[config.mk]
export PLATFORM = sky130hd
export DESIGN_NAME = fp_sqrt_iterative
export DESIGN_NICKNAME = d
export VERILOG_FILES = /design/src/rtl/fp_sqrt_iterative_pkg.sv /design/src/rtl/fp_sqrt_iterative_step.sv /design/src/rtl/fp_sqrt_iterative.sv
export SDC_FILE = /design/constraint.sdc
export NUM_CORES = 1
export LEC_CHECK = 0
export CAP_MARGIN = 20
export CORE_MARGIN = 4
export CORE_UTILIZATION = 58
export CTS_CLUSTER_SIZE = 8
export DETAILED_ROUTE_END_ITERATION = 10
export GPL_ROUTABILITY_DRIVEN = 0
export PLACE_DENSITY = 0.8
export REMOVE_ABC_BUFFERS = 1
export SKIP_CTS_REPAIR_TIMING = 1
export SLEW_MARGIN = 25
export SYNTH_ARGS = -nofsm -noshare
export SYNTH_HDL_FRONTEND = slang
export SYNTH_SLANG_ARGS = --single-unit
[constraint.sdc]
create_clock -name clk -period 19.2 [get_ports clk]
set_input_delay 3.84 -clock clk [delete_from_list [all_inputs] [get_ports clk]]
set_output_delay 3.84 -clock clk [all_outputs]
set_load 0.005 [all_outputs]
[src/rtl/fp_sqrt_iterative_pkg.sv]
// fp_sqrt_iterative_pkg: shared types and constants for the iterative FP square-root unit.
package fp_sqrt_iterative_pkg;
  localparam int EXPO_WIDTH = 11;
  localparam int FRAC_WIDTH = 52;
  localparam int BIAS = 1023;
  localparam int ID_WIDTH = 4;
  localparam int SQRT_ROOT_BITS_D = 55;
  localparam int SQRT_ROOT_BITS_S = 26;
  localparam logic [63:0] CANONICAL_NAN_D = 64'h7FF8_0000_0000_0000;
  localparam int SC_ZERO = 0, SC_INF = 1, SC_QNAN = 2, SC_SNAN = 3;
  typedef logic [ID_WIDTH-1:0] id_t;
  typedef logic [2:0] rm_t;
  typedef struct packed {
    logic fp_single_en;
  } cpu_config_t;
  localparam cpu_config_t EXAMPLE_CONFIG = '{fp_single_en: 1'b1};
  typedef enum logic [1:0] {IDLE, ITER, SPECIAL, DONE} fp_sqrt_state_t;
  typedef struct packed {
    logic [63:0] rs1;
    logic rs1_hidden;
    logic [3:0] special_case;
    logic [5:0] rs1_prenormalize_shift_amt;
    rm_t rm;
    logic single;
  } fp_sqrt_inputs_t;
  typedef struct packed {
    logic sign;
    logic [EXPO_WIDTH-1:0] expo;
    logic [FRAC_WIDTH-1:0] frac;
    logic [2:0] grs;
    logic hidden;
    rm_t rm;
    logic single;
    logic invalid;
    logic special;
  } fp_sqrt_result_t;
endpackage

[src/rtl/fp_sqrt_iterative_step.sv]
// fp_sqrt_step: one combinational restoring square-root step producing a single root bit.
module fp_sqrt_step #(
  parameter int REM_W = 57,
  parameter int Q_W = 55
) (
  input  logic [REM_W-1:0] rem,
  input  logic [Q_W-1:0]   root,
  input  logic [1:0]       rad,
  output logic [REM_W-1:0] rem_n,
  output logic             q_bit
);
  logic borrow;
  logic [1:0] unused_hi;
  logic [REM_W-1:0] diff;
  assign {borrow, unused_hi, diff} = {1'b0, rem, rad} - (REM_W+3)'({root, 2'b01});
  assign q_bit = ~borrow;
  assign rem_n = borrow ? {rem[REM_W-3:0], rad} : diff;
endmodule

[src/rtl/fp_sqrt_iterative.sv]
// fp_sqrt_iterative: iterative unrounded FP square root; FP_SQRT_RADIX4_EN selects two root bits per cycle.
module fp_sqrt_iterative
  import fp_sqrt_iterative_pkg::*;
#(
  parameter cpu_config_t CONFIG = EXAMPLE_CONFIG
) (
  input  logic                  clk,
  input  logic                  rst,
  input  logic                  new_request,
  input  id_t                   id,
  output logic                  ready,
  input  fp_sqrt_inputs_t       args,
  output logic                  done,
  input  logic                  ack,
  output id_t                   done_id,
  output logic                  res_sign,
  output logic [EXPO_WIDTH-1:0] res_expo,
  output logic [FRAC_WIDTH-1:0] res_frac,
  output logic [2:0]            res_grs,
  output logic                  res_hidden,
  output rm_t                   res_rm,
  output logic                  res_single,
  output logic                  res_invalid,
  output logic                  res_special
);
`ifdef FP_SQRT_RADIX4_EN
  localparam int Q_W = SQRT_ROOT_BITS_D + 1, ITER_D = 28, ITER_S = 13, STEP = 2;
`else
  localparam int Q_W = SQRT_ROOT_BITS_D, ITER_D = SQRT_ROOT_BITS_D, ITER_S = SQRT_ROOT_BITS_S, STEP = 1;
`endif
  localparam int REM_W = SQRT_ROOT_BITS_D + 2, RAD_W = 2 * Q_W, X = Q_W - SQRT_ROOT_BITS_D;
  fp_sqrt_state_t state, state_n;
  fp_sqrt_result_t res;
  id_t id_q;
  logic [5:0] cnt;
  logic [RAD_W-1:0] rad;
  logic [REM_W-1:0] rem, rem_n;
  logic [Q_W-1:0] root, root_n;
  logic q1, extra, single_in, sign, nonzero, nan, inv, go_special;
  logic [FRAC_WIDTH-1:0] frac_in;
  logic [FRAC_WIDTH+1:0] mant;
  logic signed [EXPO_WIDTH+1:0] e;
  logic [EXPO_WIDTH-1:0] expo_r;
`ifdef FP_SQRT_RADIX4_EN
  logic q0;
  logic [REM_W-1:0] rem_m;
  fp_sqrt_step #(.REM_W(REM_W), .Q_W(Q_W)) u_step1 (
    .rem(rem), .root(root), .rad(rad[RAD_W-1 -: 2]), .rem_n(rem_m), .q_bit(q1)
  );
  fp_sqrt_step #(.REM_W(REM_W), .Q_W(Q_W)) u_step0 (
    .rem(rem_m), .root((root << 1) | Q_W'(q1)), .rad(rad[RAD_W-3 -: 2]), .rem_n(rem_n), .q_bit(q0)
  );
  assign root_n = (root << 2) | Q_W'({q1, q0});
  assign extra = root_n[0];
`else
  fp_sqrt_step #(.REM_W(REM_W), .Q_W(Q_W)) u_step (
    .rem(rem), .root(root), .rad(rad[RAD_W-1 -: 2]), .rem_n(rem_n), .q_bit(q1)
  );
  assign root_n = (root << 1) | Q_W'(q1);
  assign extra = 1'b0;
`endif
  // Subnormals arrive prenormalized with hidden=0; their effective biased exponent is 1.
  always_comb begin
    single_in = args.single & CONFIG.fp_single_en;
    sign = args.rs1[63];
    nonzero = ~args.special_case[SC_ZERO];
    nan = args.special_case[SC_QNAN] | args.special_case[SC_SNAN];
    inv = args.special_case[SC_SNAN] | (~nan & sign & nonzero);
    go_special = |args.special_case | (sign & nonzero);
    frac_in = single_in ? {args.rs1[51:29], 29'b0} : args.rs1[51:0];
    mant = {2'b01, frac_in};
    e = (EXPO_WIDTH+2)'($signed({2'b0, args.rs1[62:52] | {{(EXPO_WIDTH-1){1'b0}}, ~args.rs1_hidden}})
        - BIAS - $signed({1'b0, args.rs1_prenormalize_shift_amt}));
    expo_r = EXPO_WIDTH'((e >>> 1) + BIAS);
  end
  always_comb begin
    state_n = state == IDLE    ? (new_request ? (go_special ? SPECIAL : ITER) : IDLE)
            : state == ITER    ? (cnt == 6'd0 ? DONE : ITER)
            : state == SPECIAL ? DONE
            : (ack ? IDLE : DONE);
    ready = state == IDLE;
    done = state == DONE;
  end
  always_ff @(posedge clk) state <= rst ? IDLE : state_n;
  always_ff @(posedge clk)
    if (rst) begin
      res.invalid <= 1'b0;
      res.special <= 1'b0;
    end else if (state == IDLE && new_request) begin
      id_q <= id;
      rad <= {e[0] ? mant << 1 : mant, {(RAD_W-FRAC_WIDTH-2){1'b0}}};
      rem <= '0;
      root <= '0;
      cnt <= 6'(single_in ? ITER_S - 1 : ITER_D - 1);
      res.rm <= args.rm;
      res.single <= single_in;
      res.grs <= '0;
      res.invalid <= inv;
      res.special <= go_special;
      res.sign <= (nan | inv) ? CANONICAL_NAN_D[63] : sign;
      res.expo <= (nan | inv) ? CANONICAL_NAN_D[62:52] : args.special_case[SC_ZERO] ? '0
                : args.special_case[SC_INF] ? '1 : expo_r;
      res.frac <= (nan | inv) ? CANONICAL_NAN_D[51:0] : '0;
      res.hidden <= nonzero;
    end else if (state == ITER) begin
      rad <= rad << (2 * STEP);
      rem <= rem_n;
      root <= root_n;
      cnt <= cnt - 6'd1;
      if (cnt == 6'd0) begin
        res.hidden <= res.single ? root_n[25] : root_n[54+X];
        res.frac <= res.single ? {root_n[24:2], 29'b0} : root_n[53+X:2+X];
        res.grs <= res.single ? {root_n[1:0], |rem_n} : {root_n[1+X:X], |rem_n | extra};
      end
    end
  assign done_id = id_q;
  assign res_sign = res.sign;
  assign res_expo = res.expo;
  assign res_frac = res.frac;
  assign res_grs = res.grs;
  assign res_hidden = res.hidden;
  assign res_rm = res.rm;
  assign res_single = res.single;
  assign res_invalid = res.invalid;
  assign res_special = res.special;
endmodule
### Word level (Yosys, flattened, before mapping)

Cells that the tools add are included.

| cells by class | value |
|---|---|
| magnitude comparators | 0 |
| equality and inequality tests | 3 |
| add/subtract/negate cells | 5 |
| shifts and indexed selects | 0 |
| multiply operators | 0 |
| div/mod/pow operators | 0 |
| muxes and demuxes | 25 |
| bitwise operators | 14 |
| reductions and logical operators | 10 |

Operator list:

| cell | number |
|---|---|
| $mux W110 | 2 |
| $mux W56 | 3 |
| $mux W57 | 2 |
| $mux W52 | 2 |
| $sub A59 B57 Y60 | 1 |
| $reduce_or A57 Y1 | 1 |
| $mux W55 | 1 |
| $or A55 B1 Y55 | 1 |
| $mux W54 | 1 |
| $mux W29 | 1 |
| $mux W11 | 2 |
| $mux W6 | 3 |
| $mux W2 | 7 |
| $sub A11 B10 Y12 const B | 1 |
| $sub A12 B7 Y12 | 1 |
| $add A11 B11 Y11 const B | 1 |
| $or A11 B1 Y11 | 1 |
| $logic_not A6 Y1 | 1 |
| $sub A6 B1 Y6 const B | 1 |
| $not A1 Y1 | 5 |
| $eq A2 B2 Y1 const B | 2 |
| $or A1 B1 Y1 | 4 |
| $reduce_and A2 Y1 | 2 |
| $reduce_bool A2 Y1 | 2 |
| other kinds (7) | 9 |

| word-level totals | value |
|---|---|
| bits in registers | 306 |
| output and inout port bits | 80 |
| memories | 0 |
| memory bits (writable) | 0 |
| logic and storage cells | 73 |
| latch bits | 0 |
| input port bits | 87 |
| memory bits (read-only) | 0 |

### Longest topological paths before layout

| depth | value |
|---|---|
| depth after elaboration | 8 |
| depth in mapped cells | 18 |
| mapped depth without buffers | 18 |

### Cells and area by module

From an unflattened synthesis, not the netlist that was laid out.

| unflattened totals | value |
|---|---|
| cell total of the unflattened synthesis | 1498 |
| area, all modules | 15432.3 sq um |

By module, submodules not included:

| module | area an instance (sq um) | cells an instance | seq. area each (sq um) | times used |
|---|---|---|---|---|
| fp_sqrt_iterative | 11247.0 | 834 | 7527.2 | 1 |
| fp_sqrt_step | 4185.3 | 664 | 0.0 | 1 |

### Least setup slack after synthesis

No wires, ideal clock.

| timing path | value |
|---|---|
| path kind | input to register |
| start point | input port rst |
| end point | register cnt[0], enable pin |
| setup slack | 2.782 ns |
| data arrival time | 15.504 ns |
| buffers on the path | 0 |
| cell stages on the path | 1 |
| cells stage by stage | nor3_1 |

| between the ends | value |
|---|---|
| cells in the longest elaborated chain, start to end | 2 |

Ends and longest elaborated chain:

| item | line | source |
|---|---|---|
| start, declared | fp_sqrt_iterative.sv:8 | `input logic rst,` |
| $not A1 Y1 (no line) | -- |  |
| $reduce_and A2 Y1 (no line) | -- |  |
| end signal, assigned | fp_sqrt_iterative.sv:94 | `cnt <= 6'(single_in ? ITER_S - 1 : ITER_D - 1);` |
| end signal, assigned | fp_sqrt_iterative.sv:109 | `cnt <= cnt - 6'd1;` |
| end, declared | fp_sqrt_iterative.sv:35 | `logic [5:0] cnt;` |

No other way between the ends.
A chain may end at the register's enable or synchronous reset.

### Worst setup path after layout

| timing path | value |
|---|---|
| start point | input port args[68] (netlist bit) |
| end point | register res, in the netlist res_expo[10] (data pin) |

| between the ends | value |
|---|---|
| cells in the longest elaborated chain, start to end | 6 |

Ends and longest elaborated chain:

| item | line | source |
|---|---|---|
| start, declared | fp_sqrt_iterative.sv:12 | `input fp_sqrt_inputs_t args,` |
| $or A11 B1 Y11 | fp_sqrt_iterative.sv:72 | `e = (EXPO_WIDTH+2)'($signed({2'b0, args.rs1[62:52] \| {{(EXPO_WIDTH-1){1'b0}}, ~args.rs1_hidden}})` |
| $sub A11 B10 Y12 | fp_sqrt_iterative.sv:73 | `- BIAS - $signed({1'b0, args.rs1_prenormalize_shift_amt}));` |
| $sub A12 B7 Y12 | fp_sqrt_iterative.sv:73 |  |
| $add A11 B11 Y11 | fp_sqrt_iterative.sv:74 | `expo_r = EXPO_WIDTH'((e >>> 1) + BIAS);` |
| $mux W11 | fp_sqrt_iterative.sv:102 | `: args.special_case[SC_INF] ? '1 : expo_r;` |
| $mux W11 | fp_sqrt_iterative.sv:101 | `res.expo <= (nan \| inv) ? CANONICAL_NAN_D[62:52] : args.special_case[SC_ZERO] ? '0` |
| end, declared | fp_sqrt_iterative.sv:33 | `fp_sqrt_result_t res;` |

No other way between the ends.

==> impl_metrics.json <==
{
  "status": "finished clean",
  "drv_cap": 0,
  "routedWlPerCell_um": 19.08,
  "wl_met3_mm": 3.263,
  "grt.total_usage_pct": 25.91,
  "final_common_cell": "edfxtp_1",
  "fin_crit_sh_pct": 36.07,
  "clk_pin_slew_ps": 50,
  "grt_max_degree": 173,
  "ys_ff_latch": 252,
  "fp.dieW_um": 169.1,
  "cts_num_sinks": 252,
  "rsz0062_at_grt": "false",
  "m1WireLength_mm": 15.61,
  "drtIter0Drc": 1097,
  "drc": 0,
  "ir_worst_vdd_mv": 0.07184,
  "cts_tree": "yes",
  "setup_tns_ps": 0,
  "whs_ps": 511.4,
  "critPathCaptureType": "register",
  "antenna_cells": 0,
  "io-pin-count": 167,
  "avgSynthCellArea_um2": 9.913,
  "seq_area_frac_synth_pct": 49.99,
  "reg2reg_depth": 12,
  "die_area_um2": 28610,
  "critPathKind": "input pin to register",
  "cts_buffers": 37,
  "highest_layer": "met4",
  "synth_edf_count": 248,
  "hold_path_class": "register to register",
  "placementRows": 58,
  "final_nets": 1816,
  "p_leak_nw": 7.014,
  "clk_latency_ps": 510,
  "antenna_found_initial": 0,
  "arrival_ps": 7140,
  "report.final.slew_viol_count": 0,
  "coreArea_um2": 25330,
  "ctsHtreeMaxLevel": 2,
  "drive_above_1_share_pct": 4.690,
  "wl_met2_mm": 17.44,
  "skew_ps": 21.86,
  "grt_pass1_vias": 11620,
  "start_util_pct": 59.46,
  "syn_area_um2": 15060,
  "routed_wl_mm": 38.02,
  "antenna_left": 0,
  "post-dp-hpwl_mm": 27.17,
  "max-clock-path-buffers": 3,
  "tightest_slew_ps": 1102,
  "worstPathRequired_ps": 19410,
  "fmax_mhz": 144.4,
  "first_pass_iters": 9,
  "finalWorstPathRequiredPeriod_ps": 6925,
  "portBuffers": 166,
  "via_per_inst": 6.114,
  "hold_viol_final": 0,
  "min_path_cells": 2,
  "synth_warnings": 0,
  "cp-start-kind": "input pin",
  "gr-total-overflow": 0,
  "grt_pass1_wl_mm": 60.31,
  "utilization_pct": 70.83,
  "synth_cells": 1519,
  "num_vias": 12190,
  "worstPathMaxFanout": 3,
  "synthFlopType": "edfxtp_1",
  "layout_common_cells": "edfxtp_1, nand2_1, nor2_1, clkdlybuf4s50_1, a21oi_1",
  "async_flop_share_pct": 0,
  "ys_types": 71,
  "root_buffer": "clkbuf_16",
  "max_slew_margin_pct": 26.55,
  "setup_viol": 0,
  "areaGrowthSynthToFinish_pct": 19.14,
  "power_density_nw_per_um2": 104.3,
  "die_h_um": 169.1
}
## worst max-delay path, stage by stage
cell             delay (ps)
clkdlybuf4s50_1         450
inv_1                    50
ha_1                    270
inv_1                    60
ha_1                    160
inv_1                    60
fa_1                    400
nor2b_1                 130
o21ai_0                 120
a21boi_0                280
o21ai_0                 120
nand2b_1                130
a21oi_1                  80
nor2_1                  120
nor2_1                   70
xnor2_1                 170
nor4_1                  360
xor2_1                  190
a21oi_1                  80
## registers in the layout (all words and copies together) (netlist names)
signal / cells
res_frac: 52
root: 55
res_grs: 3
res_hidden: 1
res_expo: 11
done_id: 4
res_special: 1
cnt: 6
res_sign: 1
state: 2
res_rm: 3
res_invalid: 1
rad: 54
rem: 57
res_single: 1
## layer usage
layer	up-vias	track usage, %
li1	5759	-
met1	5762	35.29
met2	553	41.16
met3	112	5.544
met4	0	9.870
met5	-	0
## per-stage QoR
stage / std cells / worst slack, ps / power (mW) / instance area (µm²)
after floorplan: 1437 / 2782 / 1.142 / 14740
after global placement: 1944 / 12020 / 1.284 / 16950
after detailed placement: 1944 / 11850 / 1.298 / 16950
after CTS: 1993 / 12320 / 1.868 / 17940
after global routing: 1993 / 11950 / 1.966 / 17940
final: 1993 / 12280 / 1.871 / 17940
## report_power, final
part | leakage (nW) | internal, mW | switching, mW | total, mW
registers | 2.37 | 0.690 | 0.0315 | 0.722
logic | 4.16 | 0.224 | 0.358 | 0.582
clock network | 0.480 | 0.346 | 0.221 | 0.567
## worst paths after layout
kind                              start                    endpoint  slack [ps]
hold reg to reg      rad[107]$_DFFE_PP_          rad[109]$_DFFE_PP_         510
setup reg to reg  rem[26]$_SDFFCE_PP0P_    res_grs[0]$_SDFFCE_PP0P_       14180
hold / removal       rad[107]$_DFFE_PP_          rad[109]$_DFFE_PP_         510
setup / recovery               args[68]  res_expo[10]$_SDFFCE_PP1P_       12280
## cells by family after synthesis
family | count (synthesis) | share of synthesized area (%)
AND/OR/NAND/NOR | 535 | 15.90
flip-flops | 252 | 49.99
adder cells (fa/ha/maj) | 76 | 6.365
buffers and inverters | 169 | 4.254
multiplexers | 77 | 5.127
AO/OA/AOI/OAI | 341 | 14.36
XOR/XNOR | 69 | 4.013
## cell usage after synthesis, types with 2 or more instances
| master | number | share of area [%] |
|---|---|---|
| ha_1 | 75 | 6.2 |
| nand2b_1 | 12 | 0.50 |
| a211oi_1 | 6 | 0.30 |
| o211ai_1 | 2 | 0.10 |
| a31oi_1 | 13 | 0.54 |
| o22ai_1 | 3 | 0.12 |
| o31ai_1 | 29 | 1.4 |
| a2111oi_0 | 4 | 0.23 |
| mux2i_1 | 76 | 5.1 |
| or2_2 | 6 | 0.25 |
| and2_1 | 8 | 0.33 |
| clkbuf_1 | 64 | 1.6 |
| o21a_1 | 8 | 0.40 |
| dfxtp_1 | 4 | 0.53 |
| buf_2 | 5 | 0.17 |
| o21ai_1 | 5 | 0.17 |
| nand4_1 | 17 | 0.71 |
| a21o_1 | 30 | 1.5 |
| xor2_1 | 27 | 1.6 |
| xnor2_1 | 42 | 2.4 |
| and3_1 | 10 | 0.42 |
| o211a_1 | 2 | 0.13 |
| a41oi_1 | 2 | 0.12 |
| or3_1 | 6 | 0.25 |
| and4_1 | 2 | 0.12 |
| o221a_2 | 2 | 0.15 |
| buf_1 | 13 | 0.32 |
| a21oi_1 | 130 | 4.3 |
| nand2_1 | 201 | 5.0 |
| inv_1 | 87 | 2.2 |
| o221ai_1 | 2 | 0.12 |
| or4b_1 | 2 | 0.13 |
| or4_1 | 8 | 0.40 |
| edfxtp_1 | 248 | 49 |
| nand3b_1 | 2 | 0.10 |
| nor2_1 | 166 | 4.1 |
| nor2b_1 | 6 | 0.25 |
| a21boi_1 | 2 | 0.10 |
| o21ai_0 | 64 | 2.1 |
| a221oi_1 | 3 | 0.17 |
| o21bai_1 | 15 | 0.75 |
| nand3_1 | 14 | 0.47 |
| nor4_1 | 12 | 0.50 |
| nor3_1 | 56 | 1.9 |
| a21boi_0 | 2 | 0.10 |
## layout make-up
class / count / area, µm²
Clock buffer: 46 / 959.7
Clock inverter: 3 / 22.52
Fill cell: 1867 / 7387
Inverter: 87 / 326.6
Multi-Input combinational cell: 1098 / 6930
Sequential cell: 252 / 7527
Tap cell: 330 / 412.9
Timing Repair Buffer: 177 / 1760
Note: power is estimated with default switching activity, not from simulation.
